## config.mk

```make
export PLATFORM = sky130hd
export DESIGN_NAME = sn76489_dac_serializer
export DESIGN_NICKNAME = d
export VERILOG_FILES = /design/src/rtl/sn76489_pkg.sv /design/src/rtl/sn76489_dac_scale.sv /design/src/rtl/sn76489_dac_serializer.sv
export SDC_FILE = /design/constraint.sdc
export NUM_CORES = 1
export LEC_CHECK = 0
export ABC_AREA = 0
export CAP_MARGIN = 10
export CORE_AREA = 2 2 63 65
export DETAILED_ROUTE_END_ITERATION = 12
export DIE_AREA = 0 0 65 67
export PLACE_DENSITY = 0.79
export SETUP_SLACK_MARGIN = 0.4
export SKIP_LAST_GASP = 1
export SYNTH_ARGS = -nofsm -noshare
export SYNTH_HDL_FRONTEND = slang
export SYNTH_SLANG_ARGS = --single-unit
export TNS_END_PERCENT = 100
```

## constraint.sdc

```tcl
create_clock -name clk -period 3.1 [get_ports clk]
set_input_delay 0.62 -clock clk [delete_from_list [all_inputs] [get_ports clk]]
set_output_delay 0.62 -clock clk [all_outputs]
set_load 0.01 [all_outputs]
```

## src/rtl/sn76489_pkg.sv

```systemverilog
// Shared types and constants for the SN76489 DAC output path.
package sn76489_pkg;

  localparam int SAMPLE_W = 8;
  localparam int DAC_W    = 12;

  localparam logic [DAC_W-1:0] DAC_MAX = 12'hFFF;

  typedef enum logic [1:0] {
    ST_IDLE  = 2'd0,
    ST_SHIFT = 2'd1,
    ST_LATCH = 2'd2
  } dac_state_e;

endpackage

```

## src/rtl/sn76489_dac_scale.sv

```systemverilog
// Combinational 8->12 bit sample scaler with saturation at full scale.
module sn76489_dac_scale
  import sn76489_pkg::*;
(
  input  logic [SAMPLE_W-1:0] sample_i,
  output logic [DAC_W-1:0]    word_o
);

  logic [DAC_W:0] sum;

  // x*16 + x/4 spreads the 8-bit range over 12 bits; only x >= 0xFD overflows.
  always_comb begin
    sum    = {1'b0, sample_i, 4'b0000} + {7'b0000000, sample_i[7:2]};
    word_o = sum[DAC_W] ? DAC_MAX : sum[DAC_W-1:0];
  end

endmodule

```

## src/rtl/sn76489_dac_serializer.sv

```systemverilog
// Scales mixer samples and shifts them MSB-first into a DAC7611, with a
// one-deep pending register where the newest sample wins.
//
//   state    | meaning
//   ---------+--------------------------------------------------------
//   ST_IDLE  | waiting for a pending sample; dac_le high
//   ST_SHIFT | clocking 12 bits out, dac_le low
//   ST_LATCH | dac_le high for 2*CLK_DIV cycles before the next frame
module sn76489_dac_serializer
  import sn76489_pkg::*;
#(
  parameter int CLK_DIV = 2
) (
  input  logic                clk,
  input  logic                rst_n,
  input  logic [SAMPLE_W-1:0] sample_in,
  input  logic                sample_stb,
  output logic                busy,
  output logic                dropped,
  output logic                dac_clk,
  output logic                dac_dat,
  output logic                dac_le
);

  localparam logic [4:0] HALF_M1  = 5'(CLK_DIV - 1);
  localparam logic [4:0] LATCH_M1 = 5'(2 * CLK_DIV - 1);

  dac_state_e          state_q, state_d;
  logic [SAMPLE_W-1:0] pend_q, pend_d;
  logic                pend_vld_q, pend_vld_d;
  logic                dropped_q, dropped_d;
  logic [DAC_W-1:0]    sr_q, sr_d;
  logic [3:0]          bit_q, bit_d;
  logic [4:0]          div_q, div_d;
  logic                dac_clk_q, dac_clk_d;
  logic                dac_le_q, dac_le_d;
  logic                consume;
  logic [DAC_W-1:0]    scaled;

  sn76489_dac_scale u_scale (
    .sample_i (pend_q),
    .word_o   (scaled)
  );

  always_comb begin
    state_d    = state_q;
    pend_d     = pend_q;
    pend_vld_d = pend_vld_q;
    dropped_d  = 1'b0;
    sr_d       = sr_q;
    bit_d      = bit_q;
    div_d      = div_q;
    dac_clk_d  = dac_clk_q;
    dac_le_d   = dac_le_q;
    consume    = 1'b0;

    case (state_q)
      ST_IDLE: begin
        if (pend_vld_q) begin
          consume   = 1'b1;
          sr_d      = scaled;
          bit_d     = 4'd11;
          div_d     = HALF_M1;
          dac_clk_d = 1'b0;
          dac_le_d  = 1'b0;
          state_d   = ST_SHIFT;
        end
      end
      ST_SHIFT: begin
        if (div_q == 5'd0) begin
          div_d = HALF_M1;
          if (!dac_clk_q) begin
            dac_clk_d = 1'b1;
          end else begin
            // End of a high phase: either advance to the next bit or latch.
            dac_clk_d = 1'b0;
            if (bit_q == 4'd0) begin
              dac_le_d = 1'b1;
              div_d    = LATCH_M1;
              state_d  = ST_LATCH;
            end else begin
              sr_d  = {sr_q[DAC_W-2:0], 1'b0};
              bit_d = bit_q - 4'd1;
            end
          end
        end else begin
          div_d = div_q - 5'd1;
        end
      end
      ST_LATCH: begin
        if (div_q == 5'd0) begin
          state_d = ST_IDLE;
        end else begin
          div_d = div_q - 5'd1;
        end
      end
      default: state_d = ST_IDLE;
    endcase

    // A same-cycle consume takes the old value, so the new one is not a drop.
    if (sample_stb) begin
      pend_d     = sample_in;
      pend_vld_d = 1'b1;
      dropped_d  = pend_vld_q & ~consume;
    end else if (consume) begin
      pend_vld_d = 1'b0;
    end
  end

  always_ff @(posedge clk or negedge rst_n) begin
    if (!rst_n) begin
      state_q    <= ST_IDLE;
      pend_q     <= '0;
      pend_vld_q <= 1'b0;
      dropped_q  <= 1'b0;
      sr_q       <= '0;
      bit_q      <= '0;
      div_q      <= '0;
      dac_clk_q  <= 1'b0;
      dac_le_q   <= 1'b1;
    end else begin
      state_q    <= state_d;
      pend_q     <= pend_d;
      pend_vld_q <= pend_vld_d;
      dropped_q  <= dropped_d;
      sr_q       <= sr_d;
      bit_q      <= bit_d;
      div_q      <= div_d;
      dac_clk_q  <= dac_clk_d;
      dac_le_q   <= dac_le_d;
    end
  end

  assign busy    = (state_q != ST_IDLE);
  assign dropped = dropped_q;
  assign dac_clk = dac_clk_q;
  assign dac_dat = sr_q[DAC_W-1];
  assign dac_le  = dac_le_q;

endmodule

```

; ---- Yosys cells after proc, flatten, opt, wreduce, memory -nomap -nowiden
; Index checks and enable logic that the tools add are counted.
[op_classes]
shifts = 0
mux = 36
order_cmp = 0
n_bitwise = 2
addsub = 3
div = 0
n_reduce_logical = 12
eq_ne = 9
multipliers = 0
[ops]
columns = cell, n
row1 = $mux 12, 5
row2 = $pmux 12 s2, 1
row3 = $mux 4, 4
row4 = $mux 5, 3
row5 = $pmux 5 s3, 1
row6 = $reduce_and 5->1, 3
row7 = $mux 2, 7
row8 = $ne 2x2->1 const B, 7
row9 = $add 12x6->13, 1
row10 = $mux 1, 11
row11 = $pmux 4 s2, 1
row12 = $pmux 2 s3, 1
row13 = $reduce_and 3->1, 2
row14 = $reduce_bool 2->1, 3
row15 = $logic_not 5->1, 1
row16 = $sub 5x1->5 const B, 1
row17 = $logic_not 4->1, 1
row18 = $pmux 1 s2, 2
row19 = $sub 4x1->4 const B, 1
row20 = $reduce_bool 3->1, 1
row21 = $eq 2x1->1 const B, 1
row22 = $eq 2x2->1 const B, 1
row23 = $logic_not 2->1, 1
row24 = $and 1x1->1, 1
row25 = $not 1->1, 1
[word_totals]
ff_bits = 35
ramBits = 0
out_inout_bits = 5
in_bits = 11
wordCells = 71
latch_bits = 0
rom_bits = 0
memories = 0

; ---- Longest topological paths before layout
; Gate-level depths: netlist of the first run.
[logic_depth]
ltp_word = 5
depth_mapped = 8
mapped_depth_nobuf = 7

; ---- Cells and area by module
; From an unflattened synthesis of the first run, not the netlist that was laid out.
[hier_totals]
cells_unflattened = 188
hier_area_um2 = 2107.0
[modules_own_cells]
columns = module, seq_area_each_um2, instances, cells_each, area_each_um2
row1 = sn76489_dac_serializer, 877.1, 1, 152, 1854.3
row2 = sn76489_dac_scale, 0.0, 1, 36, 252.7

; ---- Least setup slack after synthesis of the first run
; Ideal clock, no wire load.
[synth_path]
path_kind = register -> register
from = register div_q[0]
to = register sr_q[11]
stages_incl_launch_ff = 9
required_time_ps = 2975
setup_slack_ps = 995
n_path_buf = 2
synth_period_minus_slack_ps = 2105
t_arrival_ps = 1980
setup_time_ps = 125
path_cell_list = dfrtp_1 inv_1 ha_1 or4b_1 buf_2 o21ai_4 and2_4 buf_8 mux2_4
[synth_via]
elab_chain_len = 3
[synth_lines]
columns = item, line_no
row1 = "start, declared", sn76489_dac_serializer.sv:34  ; logic [4:0] div_q, div_d;
row2 = "start signal, assigned", sn76489_dac_serializer.sv:128  ; div_q <= div_d;
row3 = $logic_not 5->1, sn76489_dac_serializer.sv:70  ; if (div_q == 5'd0) begin
row4 = $ne 2x2->1 (no source line), -
row5 = $reduce_and 5->1 (no source line), -
row6 = "end signal, assigned", sn76489_dac_serializer.sv:126  ; sr_q <= sr_d;
row7 = "end, declared", sn76489_dac_serializer.sv:32  ; logic [DAC_W-1:0] sr_q, sr_d;
; Every way passes these cells.
; A chain may end at the register's enable or synchronous reset.

; ---- Worst setup path in the final report of the first run
[layout_path]
from = register state_q[0]
to = register sr_q[4]
[layout_via]
elab_chain_len = 3
elab_cells_between_ends = 9
cone_classes = eq/ne (5) / mux (1) / reduce/logical (3)
[layout_lines]
columns = item, line_no
row1 = "start, declared", sn76489_dac_serializer.sv:28  ; dac_state_e state_q, state_d;
row2 = "start signal, assigned", sn76489_dac_serializer.sv:122  ; state_q <= state_d;
row3 = $eq 2x1->1 / $logic_not 2->1 (equally long branches), sn76489_dac_serializer.sv:57  ; case (state_q)
row4 = $ne 2x2->1 (no source line) / $reduce_bool 2->1 (equally long branches), -
row5 = $reduce_and 5->1 (no source line), -
; Parallel ways exist; a longest one is shown, timed or not.

==> results of run 1 <==
==> layout by cell type, fill, tap and decap left out, drive strengths merged, types with 3 or more instances in the layout <==
cell	n
dfrtp	34
a21oi	20
inv	16
clkdlybuf4s50	15
mux2	11
nor2	10
ha	10
nand2	9
nand3	8
clkbuf	8
and3	7
o21ai	7
nor2b	5
mux2i	5
a31oi	5
a21o	4
and2	3
==> critical path, stage by stage, from the launching register on <==
cell     delay (ns)
dfrtp_1        0.40
inv_1          0.10
ha_1           0.25
nor2b_1        0.20
nor2_1         0.64
and2_4         0.38
mux2_2         0.36
==> final timing paths <==
path / startpoint / to / slack, ns / depth (start not counted)
max in group asynchronous: rst_n / dac_le / 2.01 / 2
max reg2reg: state_q[0] / sr_q[4] / 0.66 / 6
min: sr_q[9] / sr_q[9] / 0.50 / 1
max: state_q[0] / sr_q[4] / 0.66 / 6
min in group asynchronous: rst_n / div_q[0] / 0.75 / 2
min reg2reg: sr_q[9] / sr_q[9] / 0.50 / 1
==> state kept, by name, indices dropped and copies added, names as in the netlist <==
name and flops:
div_q 5, pend_q 8, sr_q 12, dac_le 1, bit_q 4, state_q 2
dac_clk 1, pend_vld_q 1, dropped 1
==> report_power, final <==
group	internal (mW)	switching (mW)	leakage, nW	total (mW)
clock network	0.159	0.149	0.0395	0.309
registers	0.610	0.121	0.414	0.731
logic	0.466	0.529	0.570	0.995
==> cells by family after synthesis <==
| kind of cell | count (synthesis) | synth area share [%] |
|---|---|---|
| buf+inv | 24 | 5.07 |
| mux | 16 | 8.86 |
| xor+xnor | 2 | 0.855 |
| simple gates | 57 | 15.9 |
| fa+ha+maj | 11 | 7.09 |
| compound gates | 58 | 19.4 |
| flops | 35 | 42.8 |
==> area by class of cell <==
cell class / count / area (um2) / area share, %
repair buffers: 17 / 165 / 7.15
multi-input cells: 144 / 1070 / 46.2
inverters: 16 / 60.1 / 2.60
flip-flops and latches: 35 / 877 / 38.0
clock buffers: 8 / 80.1 / 3.47
well taps: 48 / 60.1 / 2.60
==> synth_stat cells, types with 5 or more instances <==
cell     count  area (um2)
nand3_1      8        40.0
o21ai_0      6        30.0
nor2_1      10        37.5
a31oi_1      5        31.3
inv_1       16        60.1
ha_1        10         125
mux2_2       9         101
mux2i_1      5        50.1
nor2b_1      5        31.3
nand2_1      9        33.8
a21oi_1     20         100
and3_1       7        43.8
dfrtp_1     34         851
==> metal layers <==
| layer | track usage, % | part of all wire [%] |
|---|---|---|
| met1 | 27.5 | 47 |
| met2 | 33.5 | 48 |
| met3 | 3.55 | 3.3 |
| met4 | 6.65 | 1.8 |
| met5 | 0 | 0 |
==> results_dict.tcl, run 1 <==
set metrics [dict create \
    required_ns 3.26 \
    p_leak_nw 1.02 \
    hold_class "reg -> reg" \
    drv_cap 0 \
    dpl-instance-area_um2 2230 \
    postCtsSetupBuffers 0 \
    hold_slack_ns 0.500 \
    status "complete, no violations" \
    final_cells 268 \
    grt_pass1_wl_um 6790 \
    placed_cells 260 \
    ys_async_sr_fraction_pct 100 \
    vias 1545 \
    finalSetupViolations 0 \
    gp_congestion 0.812 \
    fp.coreArea_um2 3610 \
    skew_ns 0.00817 \
    stdcell_area_um2 2310 \
    ys_seq_area_share_pct 42.8 \
    clkTransAtPathRegs_ns 0.07 \
    clock-root-buffer "clkbuf_8" \
    layout.nets 241 \
    syn_area_um2 2050 \
    drc 0 \
    worst_slew_pin_slew_ns 0.793 \
    syn_area_per_cell_um2 10.1 \
    end_kind "register" \
    synth_cells 203 \
    h-tree-depth 2 \
    io_pins 16 \
    synth-main-ff-cell "dfrtp_1" \
    drive_gt1_share_pct 12.3 \
    overflow 0 \
    setup_tns_ns 0 \
    postRouteAntennaNets 0 \
    clockBufferDepth 2 \
    hold_viol_final 0 \
    ctsResizeCount 0 \
    final_core_util_pct 64.1 \
    first_global_vias 1497 \
    avgViaCountPerCell 5.76 \
    postCtsHoldBufs 0 \
    ir_worst_vdd_v 0.000454 \
    first_iter_violations 83 \
    die_w_um 65 \
    relSlewSlack_pct 46.9 \
    dieHeight_um 67 \
    avgRoutedWirePerCell_um 14.3 \
    rsz0062_at_grt "no" \
    arrival_ns 2.60 \
    die_area_um2 4360 \
    first_pass_iters 4 \
    fillCellCount 293 \
    synth_edf_count 0 \
    p_per_area_nw_per_um2 881 \
    max_freq_mhz 410 \
    critPathMaxFanout 15 \
    setup_slack_ns 0.663 \
    syn_to_final_growth_pct 12.8 \
    maxSlewViolCount 0 \
    cts_sinks 35 \
    synth.distinct_cells 55 \
    dp_hpwl_um 2790 \
    grt_max_degree 36 \
    yosysWarnings 0 \
    io_buffer_count 15 \
    synth_seq_cells 35 \
    fin_crit_sh_pct 78.6 \
    cts_tree "done" \
    total_power_mw 2.03 \
    antenna_found_initial 0 \
    routed_wl_um 3840 \
    pre_cts_slack_ns 0.664 \
    num_antenna_cells 0 \
    initial_core_util_pct 56.8 \
    insertion_delay_ns 0.28 \
    startpoint_type "register" \
    fin_crit_ns 2.44 \
    critPathKind "reg -> reg" \
    numCtsBuffers 5 \
    grt_util_all_layers_pct 20.4 \
    synth_nets 225 \
    rows 22 \
]
(Power assumes the default switching activity.)
==> inputs of run 2 (changes only) <==
--- a/config.mk
+++ b/config.mk
@@ -7,10 +7,10 @@
 export LEC_CHECK = 0
 export ABC_AREA = 0
 export CAP_MARGIN = 10
-export CORE_AREA = 2 2 63 65
+export CORE_AREA = 2 2 66 68
 export DETAILED_ROUTE_END_ITERATION = 12
-export DIE_AREA = 0 0 65 67
-export PLACE_DENSITY = 0.79
+export DIE_AREA = 0 0 68 70
+export PLACE_DENSITY = 0.76
 export SETUP_SLACK_MARGIN = 0.4
 export SKIP_LAST_GASP = 1
 export SYNTH_ARGS = -nofsm -noshare
==> constraint.sdc (replaced) <==
create_clock -name clk -period 2.2 [get_ports clk]
set_input_delay 0.44 -clock clk [delete_from_list [all_inputs] [get_ports clk]]
set_output_delay 0.44 -clock clk [all_outputs]
set_load 0.01 [all_outputs]
==> results_dict.tcl, run 2 (synthesis results as in run 1) <==
set metrics [dict create \
    status "complete, no violations" \
    rows 24 \
    postRouteAntennaNets 0 \
    hold_class "reg -> reg" \
    insertion_delay_ns 0.29 \
    avgRoutedWirePerCell_um 16.2 \
    clockBufferDepth 2 \
    r2r_start "pend_q[6]" \
    switching_share_pct 38.6 \
    clkPwrFrac_pct 15.2 \
    grt_util_all_layers_pct 20.1 \
    pre_cts_slack_ns 0.102 \
    layout.nets 258 \
    gp_congestion 0.819 \
    initial_core_util_pct 49.4 \
    worst_slew_pin_slew_ns 0.455 \
    die_w_um 68 \
    num_antenna_cells 0 \
    max_freq_mhz 506 \
    avgViaCountPerCell 5.73 \
    r2r_slack_ns 0.22 \
    vias 1656 \
    end_kind "register" \
    setup_slack_ns 0.223 \
    drv_cap 0 \
    first_pass_iters 4 \
    ff2ff_path_depth 8 \
    p_sw_mw 1.29 \
    final_common_cell "dfrtp_1" \
    antenna_found_initial 0 \
    ir_worst_vdd_v 0.000786 \
    io_pins 16 \
    die_area_um2 4760 \
    cts_tree "done" \
    overflow 0 \
    drc 0 \
    fin_crit_sh_pct 89.9 \
    critPathMaxFanout 3 \
    first_global_vias 1574 \
    grt_pass1_wl_um 7360 \
    required_ns 2.43 \
    h-tree-depth 2 \
    fp.coreArea_um2 4140 \
    p_comb_share_pct 53.6 \
    clock-root-buffer "clkbuf_8" \
    relSlewSlack_pct 69.7 \
    min_to "sr_q[9]" \
    io_buffer_count 15 \
    clkTransAtPathRegs_ns 0.07 \
    routed_wl_um 4670 \
    layout_common_cells "dfrtp_1 (32), buf_4 (19), a21oi_1 (18)" \
    maxSlewViolCount 0 \
    drive_gt1_share_pct 27.4 \
    postCtsHoldBufs 0 \
    p_per_area_nw_per_um2 1300 \
    arrival_ns 2.21 \
    rsz0062_at_grt "yes" \
    intPower_mw 2.05 \
    hold_viol_final 0 \
    timing.rr.end "sr_q[11]" \
    skew_ns 0.00639 \
    largest_reg_flops 12 \
    numCtsBuffers 5 \
    syn_to_final_growth_pct 24.9 \
    startpoint_type "register" \
    grt_max_degree 36 \
    largest_register "sr_q" \
    seqPwrFrac_pct 31.2 \
    critPathKind "reg -> reg" \
    whs_path_depth 1 \
    cts_sinks 35 \
    p_leak_nw 1.14 \
    setup_tns_ns 0 \
    finalSetupViolations 0 \
    min-delay-start "sr_q[9]" \
    seq_area_um2 880 \
    top_regs "sr_q (12), pend_q (8), div_q (5)" \
    dieHeight_um 70 \
    multi_input_area_um2 1170 \
    first_iter_violations 60 \
    fillCellCount 354 \
    dp_hpwl_um 2870 \
    fin_crit_ns 1.98 \
]
[run 2: cell count changes in the layout (fill, tap and decap cells not counted), sizes merged]
| cell | delta |
|---|---|
| buf | +17 |
| clkbuf | +1 |
| clkdlybuf4s50 | -2 |
| dlygate4sd2 | +1 |
[run 2: cell type report]
class	instances	share of cell area, %
sequential	35	34.4
clock buffer	8	3.91
tap	52	2.54
timing repair buffer	34	11.2
inverter	16	2.35
multi-input combinational	144	45.6
[run 2: worst max-delay path by stage]
stage	startpoint	endpoint	slack, ns	cells past startpoint
after floorplan	div_q[0]	sr_q[11]	0.1	8
after global placement	state_q[1]	sr_q[7]	0.17	6
after detailed placement	div_q[0]	sr_q[7]	0.10	6
after CTS	div_q[0]	sr_q[4]	0.28	6
after global routing	pend_q[6]	sr_q[11]	0.18	8
final	pend_q[6]	sr_q[11]	0.22	8
[run 2: through the flow]
stage	util [%]	hold slack, ns	total power, mW	instance area, um2	cells
floorplan	-	0.144	2.14	2050	203
global placement	55.0	0.484	2.50	2280	270
detailed placement	55.0	0.489	2.52	2280	270
CTS	59.9	0.506	3.17	2480	285
global route	61.7	0.514	3.56	2560	289
finish	61.7	0.506	3.34	2560	289
[run 2: timing repair]
action / 4_1_cts / 5_1_grt
hold endpoints to repair: 0 / 0
setup buffers: 7 / 4
pin swaps: 3 / 3
gates resized for setup: 17 / 13
setup endpoints to repair: 23 / 24
[run 2: critical path, stage by stage (launching register included)]
cell	delay (ns)
dfrtp_1	0.37
ha_2	0.20
inv_1	0.07
fa_2	0.35
buf_4	0.15
and2_1	0.14
and4_1	0.20
o31ai_1	0.25
mux2_4	0.20
[run 2: power groups by stage]
stage	clock network (mW)	registers, mW	logic, mW
6_report	0.506	1.04	1.79
4_1_cts	0.523	1.02	1.62
3_5_place_dp	0	1.03	1.50
2_1_floorplan	0	0.994	1.14
5_1_grt	0.542	1.06	1.96
3_3_place_gp	0	1.02	1.48
[run 2: layer usage]
layer	share of wire [%]	track usage, %	vias up
met5	0	0	-
met4	2.7	4.67	0
met1	46	29.8	812
li1	-	-	799
met3	2.6	4.83	11
met2	49	29.9	34
==> inputs of run 3 (changes only) <==
--- a/config.mk
+++ b/config.mk
@@ -7,9 +7,10 @@
 export LEC_CHECK = 0
 export ABC_AREA = 0
 export CAP_MARGIN = 10
-export CORE_AREA = 2 2 66 68
+export CORE_AREA = 2 2 63 65
 export DETAILED_ROUTE_END_ITERATION = 12
-export DIE_AREA = 0 0 68 70
+export DIE_AREA = 0 0 65 67
+export DONT_BUFFER_PORTS = 1
 export PLACE_DENSITY = 0.76
 export SETUP_SLACK_MARGIN = 0.4
 export SKIP_LAST_GASP = 1
==> results_dict.tcl, run 3 (synthesis results as in run 1) <==
set metrics [dict create \
    status "complete, no violations" \
    die_area_um2 4360 \
    dpl-instance-area_um2 2110 \
    rsz0062_at_grt "yes" \
    startpoint_type "register" \
    stdcell_area_um2 2450 \
    top_regs "sr_q (12), pend_q (8), div_q (5)" \
    clock-root-buffer "clkbuf_8" \
    total_power_mw 3.30 \
    insertion_delay_ns 0.29 \
    drc 0 \
    avgRoutedWirePerCell_um 16.6 \
    maxSlewViolCount 0 \
    io_pins 16 \
    r2r_start "div_q[0]" \
    drive_gt1_share_pct 32.3 \
    final_cells 268 \
    finalSetupViolations 0 \
    routed_wl_um 4450 \
    clkTransAtPathRegs_ns 0.07 \
    first_pass_iters 4 \
    io_buffer_count 0 \
    final_common_cell "dfrtp_1" \
    relSlewSlack_pct 73.5 \
    arrival_ns 2.10 \
    end_kind "register" \
    required_ns 2.37 \
    p_leak_nw 1.07 \
    hold_slack_ns 0.240 \
    overflow 0 \
    cts_tree "done" \
    numCtsBuffers 5 \
    grt_max_degree 36 \
    critPathKind "reg -> reg" \
    h-tree-depth 2 \
    postRouteAntennaNets 0 \
    max_freq_mhz 519 \
    worst_slew_pin_slew_ns 0.397 \
    placed_cells 248 \
    pre_cts_slack_ns 0.0988 \
    first_iter_violations 59 \
    gp_congestion 0.896 \
    setup_slack_ns 0.274 \
    initial_core_util_pct 56.8 \
    hold_viol_final 0 \
    largest_reg_flops 12 \
    largest_register "sr_q" \
    layout.nets 241 \
    dieHeight_um 67 \
    hold_class "in -> reg" \
    skew_ns 0.00513 \
    num_antenna_cells 0 \
    timing.rr.end "state_q[0]" \
    dp_hpwl_um 2940 \
    grt_util_all_layers_pct 22.0 \
    fin_crit_sh_pct 87.5 \
    cts_sinks 35 \
    avgViaCountPerCell 5.92 \
    fp.coreArea_um2 3610 \
    rows 22 \
    final_core_util_pct 68.0 \
    r2r_slack_ns 0.27 \
    antenna_found_initial 0 \
    setup_tns_ns 0 \
    die_w_um 65 \
    ff2ff_path_depth 6 \
    first_global_vias 1626 \
    whs_path_depth 1 \
    min_to "pend_q[7]" \
    vias 1586 \
    layout_common_cells "dfrtp_1 (31), a21oi_1 (15), buf_4 (13)" \
    critPathMaxFanout 5 \
    fin_crit_ns 1.93 \
    syn_to_final_growth_pct 19.8 \
    drv_cap 0 \
    p_per_area_nw_per_um2 1340 \
    ir_worst_vdd_v 0.000755 \
    min-delay-start "sample_stb" \
    clockBufferDepth 2 \
    grt_pass1_wl_um 7310 \
]
-- run 3: cell types whose count changed in the layout (fill, tap and decap cells not counted), moves of 3 or more --
cell             change
clkdlybuf4s50_1     -13
buf_4                -6
a21oi_1              -3
a21oi_2              +3
-- run 3: critical path: stages (launching register included) --
cell and delay [ns]:
dfrtp_1 0.40, inv_2 0.08, ha_4 0.13, or4b_4 0.51
a21o_1 0.23, a21oi_2 0.12, mux2_2 0.34
-- run 3: what timing repair did --
item / CTS / global route
setup buffers: 6 / 4
cloned: 0 / 0
hold endpoints to repair: 35 / 0
hold buffers: 2 / 0
pin swaps: 5 / 1
gates resized for setup: 28 / 13
endpoints found under the setup margin: 23 / 22
-- run 3: how the worst max path moves through the flow --
stage                  start  slack, ns    endpoint
finish              div_q[0]       0.27  state_q[0]
global route        div_q[1]       0.24     sr_q[7]
CTS                 div_q[1]       0.30     sr_q[7]
detailed placement  div_q[0]        0.1     sr_q[7]
global placement    div_q[0]       0.17     sr_q[7]
floorplan           div_q[0]        0.1    sr_q[11]
-- run 3: layer usage --
| metal | vias to the layer above | GRT usage (%) | part of all wire [%] |
|---|---|---|---|
| li1 | 771 | - | - |
| met1 | 770 | 26.9 | 45 |
| met2 | 34 | 37.1 | 49 |
| met3 | 11 | 5.24 | 3.8 |
| met4 | 0 | 9.31 | 2.3 |
| met5 | - | 0 | 0 |
-- run 3: area by class of cell --
| type | count | area (um2) |
|---|---|---|
| clock buffers | 7 | 76.3 |
| clock inverters | 1 | 5.00 |
| fillers | 281 | 1150 |
| inverters | 16 | 60.1 |
| multi-input cells | 144 | 1210 |
| flip-flops and latches | 35 | 881 |
| well taps | 48 | 60.1 |
| repair buffers | 17 | 163 |
-- run 3: power breakdown --
| part | internal, mW | leakage, nW | switching [mW] |
|---|---|---|---|
| clock network | 0.222 | 0.0422 | 0.225 |
| registers | 0.861 | 0.410 | 0.191 |
| logic | 0.897 | 0.618 | 0.900 |
